==> src/rtl/uart_digit_rx.sv <==
`timescale 1ns/1ps
// uart_digit_rx
//
// Receives 8N1 UART characters (LSB first, idle high) and assembles
// fixed-length lines of ASCII digits. A line is committed to 'digits' when a
// carriage return arrives with exactly NUM_CHARS digits buffered. Backspace
// removes the last buffered digit. Any other byte, or a malformed line,
// flags an error and restarts the line.
//
// Parameters
//   CLKS_PER_BIT : clk1mhz cycles per UART bit (104 -> 9600 baud at 1 MHz)
//   NUM_CHARS    : digits per line, 1..15
//
// Ports
//   clk1mhz  in   system clock, rising edge
//   reset    in   asynchronous, active-low reset
//   rxd      in   asynchronous UART line
//   enable   in   capture mode; low holds the receiver idle
//   clear    in   synchronous flush of the line buffer and outputs
//   digits   out  last accepted line, char 0 (first received) in [7:0]
//   valid    out  one-cycle pulse when digits is updated
//   err      out  one-cycle pulse on a framing or line-format error
//   char_cnt out  digits buffered in the current line

module uart_digit_rx #(
    parameter int CLKS_PER_BIT = 104,
    parameter int NUM_CHARS    = 6
) (
    input  logic                   clk1mhz,
    input  logic                   reset,
    input  logic                   rxd,
    input  logic                   enable,
    input  logic                   clear,
    output logic [8*NUM_CHARS-1:0] digits,
    output logic                   valid,
    output logic                   err,
    output logic [3:0]             char_cnt
);

    typedef enum logic [1:0] {
        IDLE,
        START,
        DATA,
        STOP
    } state_t;

    // Baud counter is 10 bits so CLKS_PER_BIT up to 1023 never wraps
    // inside a bit period.
    localparam logic [9:0] HALF_LAST = 10'(CLKS_PER_BIT / 2 - 1);
    localparam logic [9:0] BIT_LAST  = 10'(CLKS_PER_BIT - 1);
    localparam logic [3:0] MAX_CNT   = 4'(NUM_CHARS);

    logic                   rxd_meta;
    logic                   rxd_sync;
    state_t                 state;
    state_t                 state_next;
    logic [9:0]             baud_cnt;
    logic [9:0]             baud_cnt_next;
    logic [2:0]             bit_idx;
    logic [2:0]             bit_idx_next;
    logic [7:0]             shift;
    logic [7:0]             shift_next;
    logic                   byte_done;
    logic                   stop_ok;
    logic                   is_digit;
    logic [8*NUM_CHARS-1:0] buffer;

    // Two-flop synchronizer; resets to the idle (high) line level so a
    // reset release never looks like a start bit.
    always_ff @(posedge clk1mhz or negedge reset) begin
        if (!reset) begin
            rxd_meta <= 1'b1;
            rxd_sync <= 1'b1;
        end else begin
            rxd_meta <= rxd;
            rxd_sync <= rxd_meta;
        end
    end

    // Bit FSM registers.
    always_ff @(posedge clk1mhz or negedge reset) begin
        if (!reset) begin
            state    <= IDLE;
            baud_cnt <= '0;
            bit_idx  <= '0;
            shift    <= '0;
        end else begin
            state    <= state_next;
            baud_cnt <= baud_cnt_next;
            bit_idx  <= bit_idx_next;
            shift    <= shift_next;
        end
    end

    // Bit FSM next state. The start bit is checked at its midpoint, and
    // every later sample is a whole bit period after the previous one, so
    // all samples land near bit centres. byte_done marks the stop-bit
    // sample; clear and a dropped enable abort the frame silently.
    always_comb begin
        state_next    = state;
        baud_cnt_next = baud_cnt + 10'd1;
        bit_idx_next  = bit_idx;
        shift_next    = shift;
        byte_done     = 1'b0;
        stop_ok       = 1'b0;
        if (clear || !enable) begin
            state_next    = IDLE;
            baud_cnt_next = '0;
            bit_idx_next  = '0;
        end else begin
            case (state)
                IDLE: begin
                    baud_cnt_next = '0;
                    bit_idx_next  = '0;
                    if (!rxd_sync) begin
                        state_next = START;
                    end
                end
                START: begin
                    if (baud_cnt == HALF_LAST) begin
                        baud_cnt_next = '0;
                        bit_idx_next  = '0;
                        state_next    = rxd_sync ? IDLE : DATA;
                    end
                end
                DATA: begin
                    if (baud_cnt == BIT_LAST) begin
                        baud_cnt_next = '0;
                        shift_next    = {rxd_sync, shift[7:1]};
                        bit_idx_next  = bit_idx + 3'd1;
                        if (bit_idx == 3'd7) begin
                            state_next = STOP;
                        end
                    end
                end
                STOP: begin
                    if (baud_cnt == BIT_LAST) begin
                        baud_cnt_next = '0;
                        byte_done     = 1'b1;
                        stop_ok       = rxd_sync;
                        state_next    = IDLE;
                    end
                end
                default: begin
                    state_next = IDLE;
                end
            endcase
        end
    end

    assign is_digit = (shift >= 8'h30) && (shift <= 8'h39);

    // Line assembly. Acts once per completed frame; valid and err are
    // registered so they pulse the cycle after the stop-bit sample and are
    // mutually exclusive by construction. Backspace only moves the count
    // back; the stale slot is overwritten by the next digit.
    always_ff @(posedge clk1mhz or negedge reset) begin
        if (!reset) begin
            buffer   <= '0;
            digits   <= '0;
            char_cnt <= '0;
            valid    <= 1'b0;
            err      <= 1'b0;
        end else begin
            valid <= 1'b0;
            err   <= 1'b0;
            if (clear) begin
                buffer   <= '0;
                digits   <= '0;
                char_cnt <= '0;
            end else if (byte_done) begin
                if (!stop_ok) begin
                    err <= 1'b1;
                end else if (is_digit && (char_cnt < MAX_CNT)) begin
                    for (int i = 0; i < NUM_CHARS; i++) begin
                        if (char_cnt == 4'(i)) begin
                            buffer[8*i +: 8] <= shift;
                        end
                    end
                    char_cnt <= char_cnt + 4'd1;
                end else if (shift == 8'h08) begin
                    if (char_cnt != 4'd0) begin
                        char_cnt <= char_cnt - 4'd1;
                    end
                end else if ((shift == 8'h0D) && (char_cnt == MAX_CNT)) begin
                    digits   <= buffer;
                    valid    <= 1'b1;
                    char_cnt <= '0;
                end else begin
                    err      <= 1'b1;
                    char_cnt <= '0;
                end
            end
        end
    end

endmodule
==> config.mk <==
export PLATFORM = sky130hd
export DESIGN_NAME = uart_digit_rx
export DESIGN_NICKNAME = d
export VERILOG_FILES = /design/src/rtl/uart_digit_rx.sv
export SDC_FILE = /design/constraint.sdc
export NUM_CORES = 1
export LEC_CHECK = 0
export BUFFER_PORTS_ARGS = -buffer_cell sky130_fd_sc_hd__buf_2
export CORE_ASPECT_RATIO = 1.75
export CORE_UTILIZATION = 59
export CTS_CLUSTER_SIZE = 20
export DETAILED_ROUTE_END_ITERATION = 7
export GPL_TIMING_DRIVEN = 0
export PLACE_DENSITY = 0.8
export SYNTH_ARGS = -nofsm -noshare
export SYNTH_HDL_FRONTEND = slang
export SYNTH_SLANG_ARGS = --single-unit
==> constraint.sdc <==
create_clock -name clk1mhz -period 3.2 [get_ports clk1mhz]
set_input_delay 0.32 -clock clk1mhz [delete_from_list [all_inputs] [get_ports clk1mhz]]
set_output_delay 0.32 -clock clk1mhz [all_outputs]
set_load 0.05 [all_outputs]
# Yosys cells after proc, flatten, opt, wreduce, memory -nomap -nowiden
# Cells that the tools add are included.
# word_totals
reg_bits	127
word_cells	133
out_inout_bits	54
in_bits	5
# classes
reduce_logical	31
n_lt_le_gt_ge	3
addsub	4
eq_ne	22
bitwise	1
n_mux	56
# op_table
op	n
48-bit two-way mux	10
8-bit two-way mux	6
10-bit two-way mux	3
10-bit one-hot mux with 3 select lines	1
4-bit two-way mux	6
4-bit AND reduction	6
2-bit nonzero test	10
1-bit two-way mux	18
8-bit by 4-bit == test with 1-bit output, second input constant	2
3-bit != test, second input constant	5
2-bit two-way mux	7
4-bit by 3-bit == test with 1-bit output, second input constant	3
10-bit by 1-bit adder with 10-bit output, second input constant	1
10-bit by 6-bit == test with 1-bit output, second input constant	1
10-bit by 7-bit == test with 1-bit output, second input constant	1
5-bit AND reduction	2
3-bit two-way mux	3
3-bit one-hot mux with 3 select lines	1
3-bit AND reduction	3
4-bit by 2-bit == test with 1-bit output, second input constant	2
8-bit by 6-bit greater-or-equal comparator with 1-bit output, second input constant	1
8-bit by 6-bit less-or-equal comparator with 1-bit output, second input constant	1
2-bit one-hot mux with 4 select lines	1
4-bit nonzero test	2
other kinds (17)	21

# Depth between registers and ports, before layout
# Gate-level depths: netlist of run 1.
# depth
word_depth	8
mapped_depth	8
ltp_nobuf	6

# Worst setup path after synthesis of run 1
# No wires, ideal clock.
# synth_path
path_type	register to register
from	register baud_cnt[3]
to	register buffer[0]
setup_slack_ns	0.849
t_required_ns	3.068
path_stages_with_launch	7
period_less_slack_ns	2.351
setup_time_ns	0.132
t_arrival_ns	2.219
n_path_buf	1
path_cell_list	dfrtp_1 -> or4b_1 -> buf_2 -> nor4_4 -> o2111ai_2 -> mux2i_1 -> nor2_1
# synth_via
elab_chain_cells	6
word_cells_on_any_way	10
cone_classes	eq/ne: 1; mux: 6; reduce/logical: 3
# synth_rtl
element	line	rtl
start, declared	57	logic [9:0] baud_cnt;
start signal, assigned	89	baud_cnt <= baud_cnt_next;
10-bit by 7-bit == test with 1-bit output (*)	137	if (baud_cnt == BIT_LAST) begin
1-bit two-way mux	137	
1-bit two-way mux	111	case (state)
1-bit two-way mux	106	if (clear || !enable) begin
2-bit nonzero test (no line)	--	
4-bit AND reduction (no line) (*)	--	
end signal, assigned by index	177	buffer[8*i +: 8] <= shift;
end, declared	66	logic [8*NUM_CHARS-1:0] buffer;
# Every way passes the cells marked *; elsewhere a longest branch is shown, timed or not.
# A chain may end at the register's enable or synchronous reset.

# Worst setup path after layout of run 1
# layout_path
from	register shift[3]
to	register digits[46]
# layout_via
elab_chain_cells	5
word_cells_on_any_way	11
cone_classes	order compare: 2; eq/ne: 4; reduce/logical: 5
# layout_rtl
element	line	rtl
start, declared	61	logic [7:0] shift;
start signal, assigned	91	shift <= shift_next;
8-bit by 6-bit greater-or-equal comparator with 1-bit output / 8-bit by 6-bit less-or-equal comparator with 1-bit output (equally long branches)	151	assign is_digit = (shift >= 8'h30) && (shift <= 8'h39);
1-bit logical AND	151	
1-bit logical AND	174	end else if (is_digit && (char_cnt < MAX_CNT)) begin
2-bit != test (no line)	--	
5-bit AND reduction (no line) (*)	--	
end signal, assigned	186	digits <= buffer;
end, declared	34	output logic [8*NUM_CHARS-1:0] digits,
# Marked as above.

==> results of run 1 <==
==> Yosys cell counts, types with 2 or more instances <==
cell type	n
o31ai_1	4
nor3_1	3
ha_1	11
buf_2	6
a21oi_1	23
o21ai_1	2
and3_1	5
o211ai_2	5
nand2_1	59
nand2b_1	50
inv_1	20
a211oi_1	2
o41ai_1	3
xnor2_1	2
nor4_1	2
mux2_2	9
o21a_1	8
dfstp_2	2
nand3_1	8
o21ai_0	53
xor2_1	6
nor4b_1	2
mux2i_1	25
nor2_1	46
dfrtp_1	125
nand4_1	2
clkbuf_1	23
nor2b_1	7
a21o_1	7
==> sequential cells by signal, summed over array words and instances (netlist names) <==
name	count
buffer	48
digits	48
baud_cnt	10
shift	8
char_cnt	4
bit_idx	3
state	2
err	1
rxd_meta	1
rxd_sync	1
valid	1
==> worst register-to-register path: cells and delay by family, from the launching register on <==
family | cells | cell delay [ns]
AND/OR/NAND/NOR | 4 | 1.41
AO/OA/AOI/OAI | 1 | 0.07
buffers and inverters | 3 | 1.08
flip-flops | 1 | 0.32
==> per-layer routing <==
layer  wire length [um]  up-vias  GRT usage (%)
met5                  0        -              0
met4                378        0           13.1
met3                508       34           6.99
met2               6950      129           48.9
met1               5050     2182           31.5
li1                   -     2003              -
==> area by class of cell <==
cell class	count	area share (%)
well taps	122	2.25
plain buffers	30	1.77
multi-input cells	368	34.3
repair buffers	61	5.08
inverters	20	1.11
clock inverters	11	1.57
clock buffers	21	6.95
flip-flops and latches	127	47.0
==> per-stage QoR <==
step	worst slack (ns)	std cells	hold slack [ns]	total power, mW	util (%)
final	0.237	760	0.355	3.57	72.0
after global routing	0.0250	760	0.332	3.68	72.0
after CTS	0.277	760	0.326	3.59	72.0
after detailed placement	0.263	726	0.307	1.74	65.6
after global placement	0.319	725	0.346	1.73	65.3
after floorplan	0.849	545	0.0244	1.69	-
==> power breakdown <==
| part | total, mW | leakage, nW | internal (mW) | switching (mW) |
|---|---|---|---|---|
| Sequential | 1.61 | 1.77 | 1.61 | 0.00279 |
| Combinational | 0.103 | 1.31 | 0.0296 | 0.0731 |
| Clock | 1.85 | 0.276 | 1.13 | 0.721 |
| Total | 3.57 | 3.35 | 2.77 | 0.797 |
==> worst max-delay path by stage <==
| stage | cells after the start | to | slack (ns) | start |
|---|---|---|---|---|
| floorplan | 6 | buffer[0] | 0.85 | baud_cnt[3] |
| global placement | 8 | digits[46] | 0.32 | shift[3] |
| detailed placement | 8 | digits[40] | 0.26 | shift[3] |
| CTS | 8 | digits[40] | 0.28 | shift[3] |
| global route | 8 | digits[23] | 0.02 | shift[3] |
| finish | 8 | digits[46] | 0.24 | shift[3] |
==> logic make-up after synthesis <==
group                    count (synthesis)  share of synthesized area, %
flip-flops                             127                          55.8
AO/OA/AOI/OAI                          118                          13.1
multiplexers                            34                          6.17
adder cells (fa/ha/maj)                 11                          2.42
AND/OR/NAND/NOR                        197                          17.9
buffers and inverters                   50                          3.43
XOR/XNOR                                 8                          1.23
==> repair_timing <==
item / CTS / global route
hold buffers: 2 / 0
setup endpoints to repair: 0 / 0
hold endpoints to repair: 55 / 0
==> flow_metrics.py, run 1 <==
metrics = {
    "setup_path": {
        "startpoint_type": "register",
        "worst_path_most_repeated_cell": "buf_2",
        "cp_slowest_cell": "nor4b_4",
        "path_delay_family": "simple AND/OR/NAND/NOR gates",
        "rrSetupSlack_ns": 0.24,
        "reg2reg_to": "digits[46]",
        "cp.required_ns": 3.54,
        "path_cells": "clkbuf_1 > nor4b_1 > nand4_1 > nor4b_4 > buf_2 > buf_2 > nand2_1 > o21ai_0",
        "critPathMaxFanout": 10,
        "slowest_delay_ns": 0.58,
        "path_buf_inv": 3,
        "reg2reg_from": "shift[3]",
        "worst_setup_path_end_kind": "register",
        "r2r_cells": 8,
        "crit_type": "reg2reg",
        "cp_data_arrival_time_ns": 3.30,
    },
    "sta": {
        "max_freq_ghz": 0.337,
        "drv_slew": 0,
        "tightestPinTransition_ns": 0.840,
        "setup_violations": 0,
        "slew_headroom_pct": 43.6,
        "finalCriticalPeriod_ns": 2.96,
        "hold_viol": 0,
        "finClkSkew_ns": 0.00674,
        "period_share_pct": 92.6,
        "rsz0062_at_grt": "false",
        "final.setup.tns_ns": 0,
    },
    "detailed_routing": {
        "vias": 4348,
        "drc_errors": 0,
        "firstDrtPassIters": 5,
        "wire_per_inst_um": 17.0,
        "viasPerCell": 5.72,
        "totalWireLength_mm": 12.9,
        "drt-initial-drc-count": 227,
        "ant_nets": 0,
    },
    "final_layout": {
        "layout_commonest_cell": "dfrtp_1",
        "fin_nets": 641,
        "antennaDiodeCount": 0,
        "area_growth_pct": 18.8,
        "final_cell_mix": "dfrtp_1, buf_2, nand2_1, o21ai_0, nand2b_1",
        "fill_cells": 678,
        "seqCellArea_sq_um": 3180,
        "finalInstanceArea_sq_um": 6770,
        "drive_gt1_share_pct": 19.1,
        "multi_input_area_sq_um": 2320,
    },
    "die": {
        "rows": 47,
        "start_util_pct": 60.5,
        "die_h_um": 132,
        "core_sq_um": 9410,
        "chipWidth_um": 76.3,
        "dieArea_sq_um": 10100,
        "io_pins": 59,
    },
    "logic_synthesis": {
        "synth-edff-count": 0,
        "synthArstFlopShare_pct": 100,
        "synth_largest_area_cell": "dfrtp_1",
        "synth_top_area_share_pct": 54.9,
        "synth_area_per_cell_sq_um": 10.5,
        "synth_nets": 561,
        "postSynthCellCount": 545,
        "synthTopCellsByArea": "dfrtp_1, nand2b_1, o21ai_0",
        "synth_cell_type_count": 54,
        "ys.flop_type": "dfrtp_1",
        "synth_warnings": 0,
        "netlist_area_sq_um": 5700,
        "ys_ff_latch": 127,
        "seq_area_frac_synth_pct": 55.8,
    },
    "clock_tree": {
        "clock_sink_count": 127,
        "cts-root-buf": "clkbuf_16",
        "path_clk_slew_ns": 0.06,
        "cts_max_level": 4,
        "cts_max_path_buffers": 2,
        "cts_resized": 0,
        "clk_latency_ns": 0.42,
        "cts_tree": "yes",
        "cts-buffers-inserted": 17,
        "cts_setup_buffers": 0,
    },
    "power_and_ir_drop": {
        "p_per_area_nw_per_um2": 527,
        "p_leak_nw": 3.35,
        "irDropWorstVdd_mv": 0.505,
    },
    "worst_hold_path": {
        "hold_path_depth": 0,
        "min_to": "rxd_sync",
        "min_path_type": "reg2reg",
        "min_from": "rxd_meta",
    },
    "grt": {
        "track_usage_pct": 27.9,
        "grt_pass1_wl_mm": 21.6,
        "grt_max_degree": 72,
        "overflow": 0,
        "grt_pass1_vias": 4504,
        "antenna_found_initial": 0,
    },
    "outcome": {
        "status": "finished, final reports clean",
    },
    "placement": {
        "dp_hpwl_mm": 8.67,
        "portBuffers": 58,
        "place_area_sq_um": 6170,
        "gp_congestion": 0.933,
    },
    "job": {
        "cap_violations": 0,
    },
}
Note: power is estimated with default switching activity, not from simulation.
==> run 2: changes to the inputs <==
--- a/config.mk
+++ b/config.mk
@@ -8,6 +8,7 @@
 export BUFFER_PORTS_ARGS = -buffer_cell sky130_fd_sc_hd__buf_2
 export CORE_ASPECT_RATIO = 1.75
 export CORE_UTILIZATION = 59
+export CTS_BUF_LIST = sky130_fd_sc_hd__clkbuf_16
 export CTS_CLUSTER_SIZE = 20
 export DETAILED_ROUTE_END_ITERATION = 7
 export GPL_TIMING_DRIVEN = 0
==> flow_metrics.py, run 2 (synthesized netlist as in run 1, its figures left out) <==
metrics = {
    "outcome": {
        "status": "finished, final reports clean",
    },
    "clock_tree": {
        "cts_setup_buffers": 0,
        "clock_sink_count": 127,
        "cts-buffers-inserted": 17,
        "cts_max_level": 4,
        "cts-root-buf": "clkbuf_16",
        "cts_tree": "yes",
        "cts_max_path_buffers": 2,
        "path_clk_slew_ns": 0.06,
        "clk_latency_ns": 0.42,
    },
    "sta": {
        "tightestPinTransition_ns": 0.846,
        "final.setup.tns_ns": 0,
        "hold_viol": 0,
        "setup_violations": 0,
        "period_share_pct": 92.2,
        "finalWorstSetupSlack_ns": 0.250,
        "max_freq_ghz": 0.339,
        "drv_slew": 0,
        "finalCriticalPeriod_ns": 2.95,
        "finClkSkew_ns": 0.00895,
        "slew_headroom_pct": 43.2,
        "rsz0062_at_grt": "false",
    },
    "final_layout": {
        "fin_nets": 641,
        "drive_gt1_share_pct": 18.7,
        "layout_commonest_cell": "dfrtp_1",
        "fin_util_pct": 71.6,
        "finalInstanceArea_sq_um": 6740,
        "antennaDiodeCount": 0,
        "reg_top3": "buffer x48, digits x48, baud_cnt x10",
        "final_cell_mix": "dfrtp_1, buf_2, nand2_1, o21ai_0, nand2b_1",
        "fin_cells": 760,
        "area_growth_pct": 18.3,
    },
    "setup_path": {
        "worst_setup_path_end_kind": "register",
        "r2r_cells": 8,
        "cp.required_ns": 3.53,
        "critPathMaxFanout": 10,
        "crit_type": "reg2reg",
        "cp_data_arrival_time_ns": 3.28,
        "startpoint_type": "register",
    },
    "worst_hold_path": {
        "min_path_type": "reg2reg",
        "hold_path_depth": 0,
    },
    "power_and_ir_drop": {
        "p_comb_share_pct": 2.9,
        "pwr-share-clk_pct": 50.8,
        "p_per_area_nw_per_um2": 518,
        "irDropWorstVdd_mv": 0.504,
        "p_switching_uw": 792,
        "p_int_mw": 2.70,
        "power_frac_seq_pct": 46.2,
        "p_leak_nw": 3.34,
        "switching_share_pct": 22.7,
    },
    "die": {
        "rows": 47,
        "dieArea_sq_um": 10100,
        "io_pins": 59,
        "chipWidth_um": 76.3,
        "die_h_um": 132,
        "start_util_pct": 60.5,
        "core_sq_um": 9410,
    },
    "grt": {
        "grt_pass1_wl_mm": 21.3,
        "antenna_found_initial": 0,
        "grt_max_degree": 72,
        "track_usage_pct": 27.4,
        "grt_pass1_vias": 4472,
        "overflow": 0,
    },
    "detailed_routing": {
        "viasPerCell": 5.68,
        "totalWireLength_mm": 12.8,
        "drt-initial-drc-count": 236,
        "drc_errors": 0,
        "ant_nets": 0,
        "firstDrtPassIters": 5,
        "vias": 4313,
        "wire_per_inst_um": 16.8,
    },
    "placement": {
        "portBuffers": 58,
        "place_area_sq_um": 6170,
        "place_ws_ns": 0.263,
        "dp_hpwl_mm": 8.67,
        "gp_congestion": 0.933,
        "dpl.cell_count": 726,
    },
    "job": {
        "cap_violations": 0,
    },
}
==> run 2: changes by cell type in the layout (fill, tap and decap cells not counted) <==
cell / previous run / this run
clkbuf_8: 3 / 0
clkinv_1: 0 / 3
clkbuf_1: 24 / 23
inv_1: 20 / 21
==> run 2: layer usage <==
| layer | part of all wire [%] | up-vias | GRT usage (%) |
|---|---|---|---|
| li1 | - | 2008 | - |
| met1 | 39 | 2163 | 30.9 |
| met2 | 54 | 105 | 48.1 |
| met3 | 4.0 | 37 | 7.27 |
| met4 | 3.4 | 0 | 12.4 |
| met5 | 0 | - | 0 |
==> run 2: final timing paths <==
| kind | startpoint | to | slack [ns] |
|---|---|---|---|
| worst max register to register | shift[3] | digits[17] | 0.25 |
| min in group asynchronous | reset | digits[21] | 0.42 |
| max in group asynchronous | reset | baud_cnt[7] | 2.06 |
| worst min-delay path | rxd_meta | rxd_sync | 0.35 |
| worst max-delay path | shift[3] | digits[17] | 0.25 |
| worst min register to register | rxd_meta | rxd_sync | 0.35 |
==> run 2: power groups by stage <==
stage / clock (mW) / combinational [mW] / sequential [mW]
after detailed placement: 0 / 0.100 / 1.64
after floorplan: 0 / 0.0456 / 1.64
final: 1.77 / 0.102 / 1.61
after global placement: 0 / 0.0915 / 1.64
after global routing: 1.86 / 0.114 / 1.61
after CTS: 1.79 / 0.104 / 1.61
==> run 2: through the flow <==
step | hold WS, ns | power, mW
after floorplan | 0.0244 | 1.69
after global placement | 0.346 | 1.73
after detailed placement | 0.307 | 1.74
after CTS | 0.328 | 3.50
after global routing | 0.333 | 3.59
final | 0.355 | 3.49
==> run 2: what timing repair did <==
action	in CTS	in global routing
hold endpoints to repair	55	0
gates resized for setup	0	0
hold buffers	2	0
==> run 2: cell type report <==
type                    instances  area (sq um)
multi-input cells             368          2320
clock inverters                15           121
clock buffers                  17           425
well taps                     122           153
flip-flops and latches        127          3180
plain buffers                  30           120
repair buffers                 61           344
inverters                      20          75.1
fillers                       679          2670
==> run 2: critical path, stage by stage (launching register included) <==
cell	delay [ns]
dfrtp_1	0.32
clkbuf_1	0.47
nor4b_1	0.47
nand4_1	0.28
nor4b_4	0.57
buf_2	0.33
buf_2	0.25
nand2_1	0.08
o21ai_0	0.09
==> run 3: changes to the inputs <==
--- a/config.mk
+++ b/config.mk
@@ -13,6 +13,7 @@
 export DETAILED_ROUTE_END_ITERATION = 7
 export GPL_TIMING_DRIVEN = 0
 export PLACE_DENSITY = 0.8
+export SETUP_SLACK_MARGIN = 0.5
 export SYNTH_ARGS = -nofsm -noshare
 export SYNTH_HDL_FRONTEND = slang
 export SYNTH_SLANG_ARGS = --single-unit
==> flow_metrics.py, run 3 (synthesized netlist as in run 1, its figures left out) <==
metrics = {
    "clock_tree": {
        "cts-buffers-inserted": 17,
        "cts_max_path_buffers": 2,
        "clock_sink_count": 127,
        "cts-root-buf": "clkbuf_16",
        "cts_tree": "yes",
        "path_clk_slew_ns": 0.06,
        "clk_latency_ns": 0.42,
        "cts_max_level": 4,
    },
    "sta": {
        "period_share_pct": 82.1,
        "tightestPinTransition_ns": 0.831,
        "hold_viol": 0,
        "finalCriticalPeriod_ns": 2.63,
        "hold_slack_ns": 0.354,
        "rsz0062_at_grt": "true",
        "finClkSkew_ns": 0.00809,
        "slew_headroom_pct": 44.2,
        "drv_slew": 0,
        "max_freq_ghz": 0.381,
        "final.setup.tns_ns": 0,
        "setup_violations": 0,
    },
    "final_layout": {
        "finalInstanceArea_sq_um": 6770,
        "layout_commonest_cell": "dfrtp_1",
        "reg_top3": "buffer x48, digits x48, baud_cnt x10",
        "antennaDiodeCount": 0,
        "area_growth_pct": 18.8,
        "fill_cells": 676,
        "seqCellArea_sq_um": 3180,
        "final_cell_mix": "dfrtp_1, buf_2, nand2_1, o21ai_0, nand2b_1",
        "fin_nets": 642,
        "multi_input_area_sq_um": 2330,
        "drive_gt1_share_pct": 19.6,
    },
    "die": {
        "dieArea_sq_um": 10100,
        "die_h_um": 132,
        "core_sq_um": 9410,
        "start_util_pct": 60.5,
        "rows": 47,
        "chipWidth_um": 76.3,
        "io_pins": 59,
    },
    "power_and_ir_drop": {
        "p_per_area_nw_per_um2": 516,
        "p_leak_nw": 3.36,
        "total_power_mw": 3.49,
        "irDropWorstVdd_mv": 0.502,
    },
    "placement": {
        "portBuffers": 58,
        "gp_congestion": 0.933,
        "place_area_sq_um": 6170,
        "dp_hpwl_mm": 8.67,
    },
    "detailed_routing": {
        "drc_errors": 0,
        "vias": 4307,
        "ant_nets": 0,
        "viasPerCell": 5.66,
        "drt-initial-drc-count": 236,
        "wire_per_inst_um": 16.8,
        "totalWireLength_mm": 12.8,
        "firstDrtPassIters": 5,
    },
    "setup_path": {
        "worst_setup_path_end_kind": "register",
        "startpoint_type": "register",
        "critPathLaunch": "baud_cnt[0]",
        "rrSetupSlack_ns": 0.57,
        "endpoint": "buffer[36]",
        "critPathMaxFanout": 10,
        "reg2reg_to": "buffer[36]",
        "reg2reg_from": "baud_cnt[0]",
        "cp_data_arrival_time_ns": 2.91,
        "crit_type": "reg2reg",
        "cp.required_ns": 3.48,
        "r2r_cells": 6,
    },
    "worst_hold_path": {
        "min_path_type": "reg2reg",
    },
    "grt": {
        "overflow": 0,
        "antenna_found_initial": 0,
        "grt_pass1_vias": 4495,
        "track_usage_pct": 27.5,
        "grt_pass1_wl_mm": 21.3,
        "grt_max_degree": 72,
    },
    "job": {
        "cap_violations": 0,
    },
    "outcome": {
        "status": "finished, final reports clean",
    },
}
[run 3: worst min path at each step]
stage               startpoint           to  slack [ns]  cells after the start
finish                rxd_meta     rxd_sync        0.35                      0
global route             clear  char_cnt[2]        0.33                      4
floorplan                reset  baud_cnt[0]        0.02                      0
CTS                      clear  char_cnt[2]        0.33                      4
global placement      rxd_meta     rxd_sync        0.35                      0
detailed placement       reset   digits[21]        0.31                      1
[run 3: routing by layer]
metal  routed length (um)  track usage (%)  vias up
met3                  552             7.47       28
met2                 6990             48.2      116
met1                 4820             30.5     2152
met5                    0                0        -
li1                     -                -     2011
met4                  430             13.1        0
[run 3: cell type report]
class / count / share of cell area, %
Inverter: 20 / 1.11
Tap cell: 122 / 2.26
Clock buffer: 17 / 6.28
Sequential cell: 127 / 47.0
Buffer: 30 / 1.90
Timing Repair Buffer: 62 / 5.19
Clock inverter: 15 / 1.79
Multi-Input combinational cell: 368 / 34.5
[run 3: worst max-delay path, stage by stage, from the launching register on]
cell and delay [ns]:
dfrtp_1 0.37, ha_1 0.30, nand4b_1 0.31, nor4_4 0.78
nor2_4 0.13, nor3_1 0.43, o32ai_1 0.16
[run 3: where the power goes]
| group | switching (mW) | leakage (nW) | internal (mW) |
|---|---|---|---|
| combinational | 0.0729 | 1.33 | 0.0296 |
| clock | 0.720 | 0.263 | 1.06 |
| sequential | 0.00277 | 1.77 | 1.61 |
| total | 0.796 | 3.36 | 2.70 |
[run 3: stage by stage]
stage               worst slack [ns]  util [%]  instances
floorplan                      0.849         -        545
detailed placement             0.263      65.6        726
finish                         0.573      71.9        761
CTS                            0.503      71.7        761
global placement               0.319      65.3        725
global route                   0.430      71.9        761
[run 3: timing repair]
item | 4_1_cts | 5_1_grt
buffers inserted | 1 | 0
resized for setup | 1 | 8
hold buffers | 2 | 0
endpoints found under the setup margin | 49 | 69
pin swaps | 1 | 0
hold endpoints to repair | 55 | 0
